===== config.mk =====
export PLATFORM = sky130hd
export DESIGN_NAME = ro_puf_challenge_sequencer
export DESIGN_NICKNAME = d
export VERILOG_FILES = /design/src/rtl/ro_puf_pkg.sv /design/src/rtl/ro_edge_counter.sv /design/src/rtl/ro_puf_challenge_sequencer.sv
export SDC_FILE = /design/constraint.sdc
export NUM_CORES = 1
export LEC_CHECK = 0
export ABC_AREA = 1
export BUFFER_PORTS_ARGS = -buffer_cell sky130_fd_sc_hd__buf_4
export CAP_MARGIN = 10
export CORE_ASPECT_RATIO = 1.2
export CORE_UTILIZATION = 52
export CTS_BUF_LIST = sky130_fd_sc_hd__clkbuf_16
export DETAILED_ROUTE_END_ITERATION = 8
export PLACE_DENSITY = 0.68
export SLEW_MARGIN = 20
export SYNTH_ARGS = -nofsm -noshare
export SYNTH_HDL_FRONTEND = slang
export SYNTH_SLANG_ARGS = --single-unit

===== constraint.sdc =====
create_clock -name clk -period 5.1 [get_ports clk]
set_input_delay 1.02 -clock clk [delete_from_list [all_inputs] [get_ports clk]]
set_output_delay 1.02 -clock clk [all_outputs]
set_load 0.02 [all_outputs]

===== src/rtl/ro_puf_pkg.sv =====
`default_nettype none
// ============================================================================
//  Module      : ro_puf_pkg
//  Description : Shared types and constants for the RO-PUF challenge
//                sequencer: FSM state encoding, synchronizer depth and the
//                number of pipeline-flush cycles after each window.
//  Revision    : 1.0 - initial release
// ============================================================================
package ro_puf_pkg;

    typedef enum logic [2:0] {
        S_IDLE    = 3'd0,
        S_SETTLE  = 3'd1,
        S_MEASURE = 3'd2,
        S_DRAIN   = 3'd3,
        S_COMPARE = 3'd4,
        S_DONE    = 3'd5
    } state_t;

    // Flops between the asynchronous RO output and the edge detector.
    localparam int C_SYNC_DEPTH   = 2;

    // Cycles after the window with counting still enabled, long enough to
    // push the last edge through the synchronizer and the previous-value flop.
    localparam int C_DRAIN_CYCLES = 2;

endpackage : ro_puf_pkg
`default_nettype wire


===== src/rtl/ro_edge_counter.sv =====
`default_nettype none
// ============================================================================
//  Module      : ro_edge_counter
//  Description : Synchronizes one asynchronous divided-RO output, detects
//                rising edges and counts them in a saturating counter.
//  Ports       : clk, rst  - system clock, synchronous active-high reset
//                din       - asynchronous RO divider output
//                clr       - clear the count (priority over en)
//                en        - count enable
//                cnt       - current edge count (saturates at all-ones)
//  Revision    : 1.0 - initial release
// ============================================================================
module ro_edge_counter
    import ro_puf_pkg::*;
#(
    parameter int CNT_W      = 16,
    parameter int SYNC_DEPTH = C_SYNC_DEPTH
) (
    input  logic             clk,
    input  logic             rst,
    input  logic             din,
    input  logic             clr,
    input  logic             en,
    output logic [CNT_W-1:0] cnt
);

    localparam logic [CNT_W-1:0] C_CNT_MAX = {CNT_W{1'b1}};

    logic [SYNC_DEPTH-1:0] r_sync;
    logic                  r_prev;
    logic [CNT_W-1:0]      r_cnt;
    logic                  w_rise;

    assign w_rise = r_sync[SYNC_DEPTH-1] & ~r_prev;
    assign cnt    = r_cnt;

    always_ff @(posedge clk) begin
        if (rst) begin
            r_sync <= '0;
            r_prev <= 1'b0;
            r_cnt  <= '0;
        end else begin
            r_sync <= {r_sync[SYNC_DEPTH-2:0], din};
            r_prev <= r_sync[SYNC_DEPTH-1];
            if (clr) begin
                r_cnt <= '0;
            end else if (en && w_rise && (r_cnt != C_CNT_MAX)) begin
                r_cnt <= r_cnt + CNT_W'(1);
            end
        end
    end

endmodule : ro_edge_counter
`default_nettype wire


===== src/rtl/ro_puf_challenge_sequencer.sv =====
`default_nettype none
// ============================================================================
//  Module      : ro_puf_challenge_sequencer
//  Description : Walks RESP_BITS ring-oscillator pairs per challenge. Each
//                pair is enabled, allowed to settle, edge-counted over a fixed
//                window and compared; the resulting bits are returned on a
//                valid/ready handshake together with a tie mask.
//  Ports       : clk, rst                - clock, synchronous active-high reset
//                chal_valid/chal_ready   - challenge handshake (ready in IDLE)
//                chal_a, chal_b          - base indices of oscillators A and B
//                chal_err                - 1-cycle pulse, chal_a == chal_b
//                ro_en                   - pair enable to the RO array
//                ro_div                  - divided RO outputs (asynchronous)
//                resp_valid/resp_ready   - response handshake
//                resp, tie_mask          - A>B and A==B bits per pair
//                busy                    - not in IDLE
//  Revision    : 1.0 - initial release
// ============================================================================
module ro_puf_challenge_sequencer
    import ro_puf_pkg::*;
#(
    parameter  int NUM_RO    = 8,
    parameter  int RESP_BITS = 8,
    parameter  int WINDOW    = 1024,
    parameter  int SETTLE    = 4,
    parameter  int CNT_W     = 16,
    localparam int IDX_W     = $clog2(NUM_RO)
) (
    input  logic                 clk,
    input  logic                 rst,
    input  logic                 chal_valid,
    output logic                 chal_ready,
    input  logic [IDX_W-1:0]     chal_a,
    input  logic [IDX_W-1:0]     chal_b,
    output logic                 chal_err,
    output logic [NUM_RO-1:0]    ro_en,
    input  logic [NUM_RO-1:0]    ro_div,
    output logic                 resp_valid,
    input  logic                 resp_ready,
    output logic [RESP_BITS-1:0] resp,
    output logic [RESP_BITS-1:0] tie_mask,
    output logic                 busy
);

    localparam int               C_TMR_MAX = (WINDOW > SETTLE) ? WINDOW : SETTLE;
    localparam int               C_TMR_W   = $clog2(C_TMR_MAX + 1);
    localparam logic [IDX_W-1:0] C_K_LAST  = IDX_W'(RESP_BITS - 1);

    state_t                 r_state;
    state_t                 w_next;
    logic [C_TMR_W-1:0]     r_tmr;
    logic [IDX_W-1:0]       r_k;
    logic [IDX_W-1:0]       r_base_a;
    logic [IDX_W-1:0]       r_base_b;
    logic [RESP_BITS-1:0]   r_resp;
    logic [RESP_BITS-1:0]   r_tie;
    logic                   r_chal_err;
    logic [NUM_RO-1:0]      r_ro_en;

    logic [IDX_W-1:0]       w_k_next;
    logic [IDX_W-1:0]       w_base_a_next;
    logic [IDX_W-1:0]       w_base_b_next;
    logic [IDX_W-1:0]       w_idx_a_next;
    logic [IDX_W-1:0]       w_idx_b_next;
    logic [NUM_RO-1:0]      w_ro_en_next;
    logic                   w_accept;
    logic                   w_reject;

    logic [IDX_W-1:0]       w_idx_a;
    logic [IDX_W-1:0]       w_idx_b;
    logic [CNT_W-1:0]       w_cnt_a;
    logic [CNT_W-1:0]       w_cnt_b;
    logic                   w_cnt_clr;
    logic                   w_cnt_en;

    // ------------------------------------------------------------------
    // State register
    // ------------------------------------------------------------------
    always_ff @(posedge clk) begin
        if (rst) begin
            r_state <= S_IDLE;
        end else begin
            r_state <= w_next;
        end
    end

    // ------------------------------------------------------------------
    // Next-state, next pair index and next enable pattern
    // ------------------------------------------------------------------
    always_comb begin
        w_next        = r_state;
        w_k_next      = r_k;
        w_base_a_next = r_base_a;
        w_base_b_next = r_base_b;
        w_accept      = 1'b0;
        w_reject      = 1'b0;

        case (r_state)
            S_IDLE: begin
                if (chal_valid) begin
                    if (chal_a == chal_b) begin
                        w_reject = 1'b1;
                    end else begin
                        w_accept      = 1'b1;
                        w_next        = S_SETTLE;
                        w_base_a_next = chal_a;
                        w_base_b_next = chal_b;
                        w_k_next      = '0;
                    end
                end
            end
            S_SETTLE: begin
                if (r_tmr == C_TMR_W'(SETTLE - 1)) w_next = S_MEASURE;
            end
            S_MEASURE: begin
                if (r_tmr == C_TMR_W'(WINDOW - 1)) w_next = S_DRAIN;
            end
            S_DRAIN: begin
                if (r_tmr == C_TMR_W'(C_DRAIN_CYCLES - 1)) w_next = S_COMPARE;
            end
            S_COMPARE: begin
                if (r_k == C_K_LAST) begin
                    w_next = S_DONE;
                end else begin
                    w_next   = S_SETTLE;
                    w_k_next = r_k + IDX_W'(1);
                end
            end
            S_DONE: begin
                if (resp_ready) w_next = S_IDLE;
            end
            default: begin
                w_next = S_IDLE;
            end
        endcase

        // Natural IDX_W wrap gives the modulo-NUM_RO pair index.
        w_idx_a_next = w_base_a_next + w_k_next;
        w_idx_b_next = w_base_b_next + w_k_next;

        // The enable is registered from the next state so the RO array sees
        // a clean flop output, and reset clears it on the same edge.
        w_ro_en_next = '0;
        if ((w_next == S_SETTLE) || (w_next == S_MEASURE)) begin
            w_ro_en_next = (NUM_RO'(1) << w_idx_a_next) | (NUM_RO'(1) << w_idx_b_next);
        end
    end

    // ------------------------------------------------------------------
    // Datapath registers
    // ------------------------------------------------------------------
    always_ff @(posedge clk) begin
        if (rst) begin
            r_tmr      <= '0;
            r_k        <= '0;
            r_base_a   <= '0;
            r_base_b   <= '0;
            r_resp     <= '0;
            r_tie      <= '0;
            r_chal_err <= 1'b0;
            r_ro_en    <= '0;
        end else begin
            // Each state times itself from zero.
            r_tmr      <= (w_next != r_state) ? '0 : r_tmr + C_TMR_W'(1);
            r_k        <= w_k_next;
            r_base_a   <= w_base_a_next;
            r_base_b   <= w_base_b_next;
            r_chal_err <= w_reject;
            r_ro_en    <= w_ro_en_next;

            if (w_accept) begin
                r_resp <= '0;
                r_tie  <= '0;
            end else if (r_state == S_COMPARE) begin
                for (int i = 0; i < RESP_BITS; i++) begin
                    if (r_k == IDX_W'(i)) begin
                        r_resp[i] <= (w_cnt_a > w_cnt_b);
                        r_tie[i]  <= (w_cnt_a == w_cnt_b);
                    end
                end
            end
        end
    end

    // ------------------------------------------------------------------
    // Edge counters. The pair index is stable whenever ro_en is set, so the
    // mux ahead of the synchronizers only switches while the ROs are off.
    // ------------------------------------------------------------------
    assign w_idx_a   = r_base_a + r_k;
    assign w_idx_b   = r_base_b + r_k;
    assign w_cnt_clr = (r_state == S_SETTLE);
    assign w_cnt_en  = (r_state == S_MEASURE) || (r_state == S_DRAIN);

    ro_edge_counter #(
        .CNT_W      (CNT_W),
        .SYNC_DEPTH (C_SYNC_DEPTH)
    ) u_cnt_a (
        .clk (clk),
        .rst (rst),
        .din (ro_div[w_idx_a]),
        .clr (w_cnt_clr),
        .en  (w_cnt_en),
        .cnt (w_cnt_a)
    );

    ro_edge_counter #(
        .CNT_W      (CNT_W),
        .SYNC_DEPTH (C_SYNC_DEPTH)
    ) u_cnt_b (
        .clk (clk),
        .rst (rst),
        .din (ro_div[w_idx_b]),
        .clr (w_cnt_clr),
        .en  (w_cnt_en),
        .cnt (w_cnt_b)
    );

    // ------------------------------------------------------------------
    // Outputs
    // ------------------------------------------------------------------
    assign chal_ready = (r_state == S_IDLE);
    assign busy       = (r_state != S_IDLE);
    assign resp_valid = (r_state == S_DONE);
    assign chal_err   = r_chal_err;
    assign ro_en      = r_ro_en;
    assign resp       = r_resp;
    assign tie_mask   = r_tie;

endmodule : ro_puf_challenge_sequencer
`default_nettype wire

# Word level (Yosys, flattened, before mapping)
# Cells that the tools add are included.
dict set report word_totals {
  word_cells 120
  inputBits 18
  reg_bits 86
  out_inout_bits 28
}
dict set report classes {
  eq_ne 22
  addsub 8
  n_lt_le_gt_ge 3
  n_bitwise 8
  mux 26
  n_reduce_logical 22
  n_shift 2
}
# operator count
set ops {}
lappend ops {{2-to-1 mux 3 bit} 16}
lappend ops {{adder 16 x 1 -> 16 bit, second input constant} 2}
lappend ops {{inequality test 16 bit, second input constant} 2}
lappend ops {{== test 3 bit, second input constant} 6}
lappend ops {{case mux 3 bit (6 select lines)} 1}
lappend ops {{== test 16 bit} 1}
lappend ops {{> comparator 16 bit} 1}
lappend ops {{AND reduction 2 bit} 8}
lappend ops {{<< shifter 1 x 3 -> 8 bit, first input constant} 2}
lappend ops {{== test 3 x 2 -> 1 bit, second input constant} 5}
lappend ops {{adder 3 bit} 4}
lappend ops {{adder 11 x 1 -> 11 bit, second input constant} 1}
lappend ops {{== test 11 x 1 -> 1 bit, second input constant} 1}
lappend ops {{== test 11 x 10 -> 1 bit, second input constant} 1}
lappend ops {{== test 11 x 2 -> 1 bit, second input constant} 1}
lappend ops {{== test 3 x 1 -> 1 bit, second input constant} 3}
lappend ops {{less-than comparator 3 x 4 -> 1 bit, second input constant} 2}
lappend ops {{bitwise OR 8 bit} 1}
lappend ops {{OR reduction 2 bit} 4}
lappend ops {{binary-select mux 1 bit (select 3 bit)} 2}
lappend ops {{zero test 3 bit} 2}
lappend ops {{2-to-1 mux 1 bit} 6}
lappend ops {{case mux 3 bit (2 select lines)} 1}
lappend ops {{NOT 1 bit} 5}
lappend ops {{other kinds (8)} 13}

# Depth between registers and ports, before layout
dict set report depth {
  word_depth 8
  ltp_mapped 20
  depth_no_buf 19
}

# Modules after synthesis
# A second synthesis with hierarchy kept.
dict set report unflattened {
  hier_cells 751
  hier_area_um2 5333.9
}
# mod seq_area_each_um2 area_per_inst_um2 cells_per_inst instances
set modules_own_cells {}
lappend modules_own_cells {ro_puf_challenge_sequencer 960.9 3214.3 427 1}
lappend modules_own_cells {ro_edge_counter 380.4 1059.8 162 2}

# Worst setup path before layout
# Ideal clock, no wire load.
dict set report synth_path {
  path_kind {input to register}
  from {in chal_b[1]}
  to {reg r_ro_en[6] (netlist: ro_en[6])}
  arrival_ns 3.015
  cell_stages 14
  required_ns 5.030
  setup_time_ns 0.070
  slack_ns 2.015
  n_path_buf 1
  cell_sequence {xnor2_1 nand3_2 nand2_4 buf_6 inv_2 or2_2 o21ai_0 inv_1 ha_1 inv_1 fa_1 nor2_1 nand3_1 a21oi_1}
}
# element line_no
set synth_rtl {}
lappend synth_rtl {{start: declaration} ro_puf_challenge_sequencer.sv:34} ;# input logic [IDX_W-1:0] chal_b,
lappend synth_rtl {{== test 3 bit} ro_puf_challenge_sequencer.sv:101} ;# if (chal_a == chal_b) begin
lappend synth_rtl {{2-to-1 mux 3 bit} ro_puf_challenge_sequencer.sv:101}
lappend synth_rtl {{2-to-1 mux 3 bit} ro_puf_challenge_sequencer.sv:100} ;# if (chal_valid) begin
lappend synth_rtl {{2-to-1 mux 3 bit} ro_puf_challenge_sequencer.sv:98} ;# case (r_state)
lappend synth_rtl {{named net w_base_a_next[0]} ro_puf_challenge_sequencer.sv:61} ;# logic [IDX_W-1:0] w_base_a_next;
lappend synth_rtl {{adder 3 bit} ro_puf_challenge_sequencer.sv:138} ;# w_idx_a_next = w_base_a_next + w_k_next;
lappend synth_rtl {{<< shifter 1 x 3 -> 8 bit} ro_puf_challenge_sequencer.sv:145} ;# w_ro_en_next = (NUM_RO'(1) << w_idx_a_next) | (NUM_RO'(1) << w_idx_b_next);
lappend synth_rtl {{bitwise OR 8 bit} ro_puf_challenge_sequencer.sv:145}
lappend synth_rtl {{end signal: assignment} ro_puf_challenge_sequencer.sv:169} ;# r_ro_en <= w_ro_en_next;
lappend synth_rtl {{end: declaration} ro_puf_challenge_sequencer.sv:58} ;# logic [NUM_RO-1:0] r_ro_en;
# The timed path passes the listed nets, and every way through them passes these cells.
# A chain may end at the register's enable or synchronous reset.

# Final worst setup path
dict set report layout_path {
  from {in chal_b[2]}
  to {reg r_ro_en[7] (netlist: ro_en[7])}
}
# Same word-level chain as after synthesis.

==> impl_metrics.py <==
metrics = {
    "die": {
        "pin_count": 46,
        "rows": 38,
        "start_util_pct": 53.7,
        "die_area_um2": 9770,
        "die_w_um": 90.4,
        "die_height_um": 108,
        "core_area_um2": 9080,
    },
    "critical_path": {
        "cp_slowest_cell": "fa_1",
        "reg2reg_depth": 14,
        "crit_chain": "buf_4 > inv_1 > nand2_1 > nand2_1 > nand3_2 > nand2_4 > inv_2 > or2_2 > o21ai_0 > inv_1 > ha_1 > inv_1 > fa_1 > nor2_1 > nand3_1 > a21oi_1",
        "arrival_ns": 3.35,
        "crit_fanout": 13,
        "path_depth": 16,
        "crit_family": "simple AND/OR/NAND/NOR gates",
        "r2r-start": "r_state[2]",
        "r2r-end": "ro_en[7]",
        "r2r_slack_ns": 2.36,
        "critPathBufInv": 5,
        "required_ns": 5.37,
        "startpoint_type": "input pin",
        "cp-end-kind": "flip-flop",
        "cp-startpoint": "chal_b[2]",
        "criticalPathCategory": "in -> reg",
        "critPathMaxStageDelay_ns": 0.46,
        "crit_path_frequent_cell": "inv_1",
    },
    "cts": {
        "numCtsBuffers": 9,
        "ctsHoldBuffers": 0,
        "clockBufferDepth": 2,
        "cts-root-buf": "clkbuf_16",
        "clk_latency_ns": 0.34,
        "cts_sinks": 86,
        "h-tree-depth": 3,
        "cts_tree": "done",
        "postCtsSetupRepairBufs": 0,
        "post_cts_resized": 0,
        "clkTransAtPathRegs_ns": 0.06,
    },
    "sta": {
        "fin_tns_setup_ns": 0,
        "finalMaxSlewViolations": 0,
        "clock_skew_ns": 0.00642,
        "finalHoldViolCount": 0,
        "rsz0062_at_grt": "no",
        "max-slew-margin-rel_pct": 56.2,
        "min_period_over_period_pct": 60.4,
        "tightestPinTransition_ns": 0.651,
        "max_freq_mhz": 325,
        "post-route-min-period_ns": 3.08,
        "finalSetupViolCount": 0,
    },
    "pwr": {
        "p_leak_nw": 2.36,
        "p_sw_w": 0.000383,
        "power_frac_clock_pct": 43.6,
        "p_int_w": 0.00112,
        "p_per_area_nw_per_um2": 270,
        "peakVddDrop_uv": 165,
        "power.share.sequential_pct": 46.2,
        "swShare_pct": 25.4,
        "pwr-share-comb_pct": 10.2,
    },
    "routing": {
        "vias": 4357,
        "drc": 0,
        "dr.pass1.iters": 6,
        "viasPerCell": 5.14,
        "postRouteAntennaNets": 0,
        "drt_iter0_markers": 147,
        "wl_per_cell_um": 12.8,
        "drt-total-wl_um": 10800,
    },
    "logic_synthesis": {
        "synth_area_um2": 4880,
        "syn_inst": 678,
        "seq_area_frac_synth_pct": 35.3,
        "syn_nets": 728,
        "ys_ff_latch": 86,
        "avgSynthCellArea_um2": 7.19,
        "synthDistinctLibCells": 39,
        "yosysWarnings": 0,
    },
    "min_path": {
        "min_from": "u_cnt_b.r_sync[0]",
        "hold_path_class": "reg -> reg",
        "hold_end": "u_cnt_b.r_sync[1]",
        "worstHoldPathCells": 2,
    },
    "finish": {
        "diodes": 0,
        "syn_to_final_growth_pct": 14.5,
        "final_util_pct": 61.5,
        "final_area_um2": 5580,
        "nets": 772,
        "drive_gt1_share_pct": 13.5,
    },
    "global_routing": {
        "grt_antenna_before_repair": 0,
        "grt_max_degree": 20,
        "grt_overflow": 0,
        "grtUsageTotal_pct": 23.2,
        "first_global_vias": 4085,
        "grt_pass1_wl_um": 18300,
    },
    "place": {
        "detailedPlacementHpwl_um": 8330,
        "dpl-instance-area_um2": 5280,
        "portBuffers": 45,
        "gp_congestion": 0.887,
    },
    "flow_run": {
        "drv_cap": 0,
    },
    "outcome": {
        "status": "complete, no violations",
    },
}
-- routing by layer --
layer / part of all wire (%) / track usage [%]
met1: 42 / 25.1
met2: 52 / 44.1
met3: 4.0 / 5.34
met4: 1.5 / 8.41
met5: 0 / 0
-- cell usage after synthesis --
library cell	number	area share, %
nand2_1	131	10
inv_1	88	6.8
dfxtp_1	86	35
nor2_1	73	5.6
a21oi_1	64	6.6
o21ai_0	43	4.4
nand3_1	34	3.5
ha_1	28	7.2
nor3_1	24	2.5
xor2_1	16	2.9
nand2_2	9	1.2
nand4_1	7	0.90
xnor2_1	7	1.3
inv_2	6	0.46
nor4_1	6	0.77
buf_2	5	0.51
nor2_4	5	1.2
fa_1	4	1.6
nand2_4	4	0.92
nand3_2	4	0.82
o211ai_1	4	0.62
buf_6	3	0.69
nor3b_1	3	0.46
or2_2	3	0.38
a31oi_1	2	0.26
a32oi_1	2	0.36
buf_4	2	0.31
clkbuf_1	2	0.15
mux2i_1	2	0.41
o21a_1	2	0.31
a21oi_2	1	0.18
clkinv_2	1	0.10
nand3_4	1	0.36
nand3b_1	1	0.15
nand3b_2	1	0.23
nor2_2	1	0.13
nor4_2	1	0.26
o21ai_1	1	0.10
o21ai_2	1	0.18
-- final cells by class --
class,instances,area (um2)
clock inverter,7,73.8
fill,851,3500
clock buffer,9,225
multi-input combinational,485,2720
inverter,95,358
timing repair buffer,45,338
tap,120,150
sequential,86,1720
-- cell families after synthesis --
kind of cell / count (synthesis) / synth area share (%)
AO/OA/AOI/OAI: 120 / 13.0
XOR/XNOR: 23 / 4.13
adder cells (fa/ha/maj): 32 / 8.83
buffers and inverters: 107 / 9.00
flip-flops: 86 / 35.3
multiplexers: 2 / 0.410
AND/OR/NAND/NOR: 308 / 29.3
-- worst min-delay path, delay by kind of cell (launching register included) --
family	cells	cell delay (ns)
and+or+nand+nor	1	0.03
buffers and inverters	1	0.04
DFF	1	0.30
-- worst max-delay path by stage --
stage          slack (ns)       end
6_report             2.02  ro_en[7]
5_1_grt              1.79  ro_en[7]
4_1_cts              2.05  ro_en[7]
3_5_place_dp         1.71  ro_en[7]
3_3_place_gp         1.81  ro_en[6]
2_1_floorplan        2.01  ro_en[6]
-- power groups by stage --
stage | clock network [W] | logic (W) | registers (W)
6_report | 0.000657 | 0.000154 | 0.000695
5_1_grt | 0.000701 | 0.000171 | 0.000697
3_3_place_gp | 0 | 0.000151 | 0.000710
2_1_floorplan | 0 | 0.000109 | 0.000714
3_5_place_dp | 0 | 0.000154 | 0.000710
4_1_cts | 0.000675 | 0.000154 | 0.000695
-- through the flow --
| step | hold WS (ns) | cells | setup WS, ns | power, W |
|---|---|---|---|---|
| after floorplan | 0.388 | 678 | 2.01 | 0.000823 |
| after global placement | 0.392 | 831 | 1.81 | 0.000861 |
| after detailed placement | 0.394 | 831 | 1.71 | 0.000864 |
| after CTS | 0.404 | 847 | 2.05 | 0.00152 |
| after global routing | 0.419 | 847 | 1.79 | 0.00157 |
| final | 0.403 | 847 | 2.02 | 0.00151 |
-- registers in the layout (all words and copies together) (netlist names) --
register        flops
r_base_a            3
u_cnt_b.r_sync      2
u_cnt_a.r_prev      1
u_cnt_a.r_sync      2
ro_en               8
r_base_b            3
tie_mask            8
u_cnt_b.r_prev      1
u_cnt_a.cnt        16
chal_err            1
r_state             3
r_tmr              11
r_k                 3
resp                8
u_cnt_b.cnt        16
-- cells in the final DEF (no fill, tap or decap), types with 6 or more instances in the layout --
cell type,n
xor2_1,16
nor2_1,73
buf_4,45
nand2_1,131
clkbuf_16,9
inv_2,6
nand3_1,34
dfxtp_1,86
xnor2_1,7
nor4_1,6
ha_1,28
nor3_1,24
nand4_1,7
inv_1,88
a21oi_1,64
o21ai_0,43
nand2_2,9
Power figures use the tool's default switching activity.
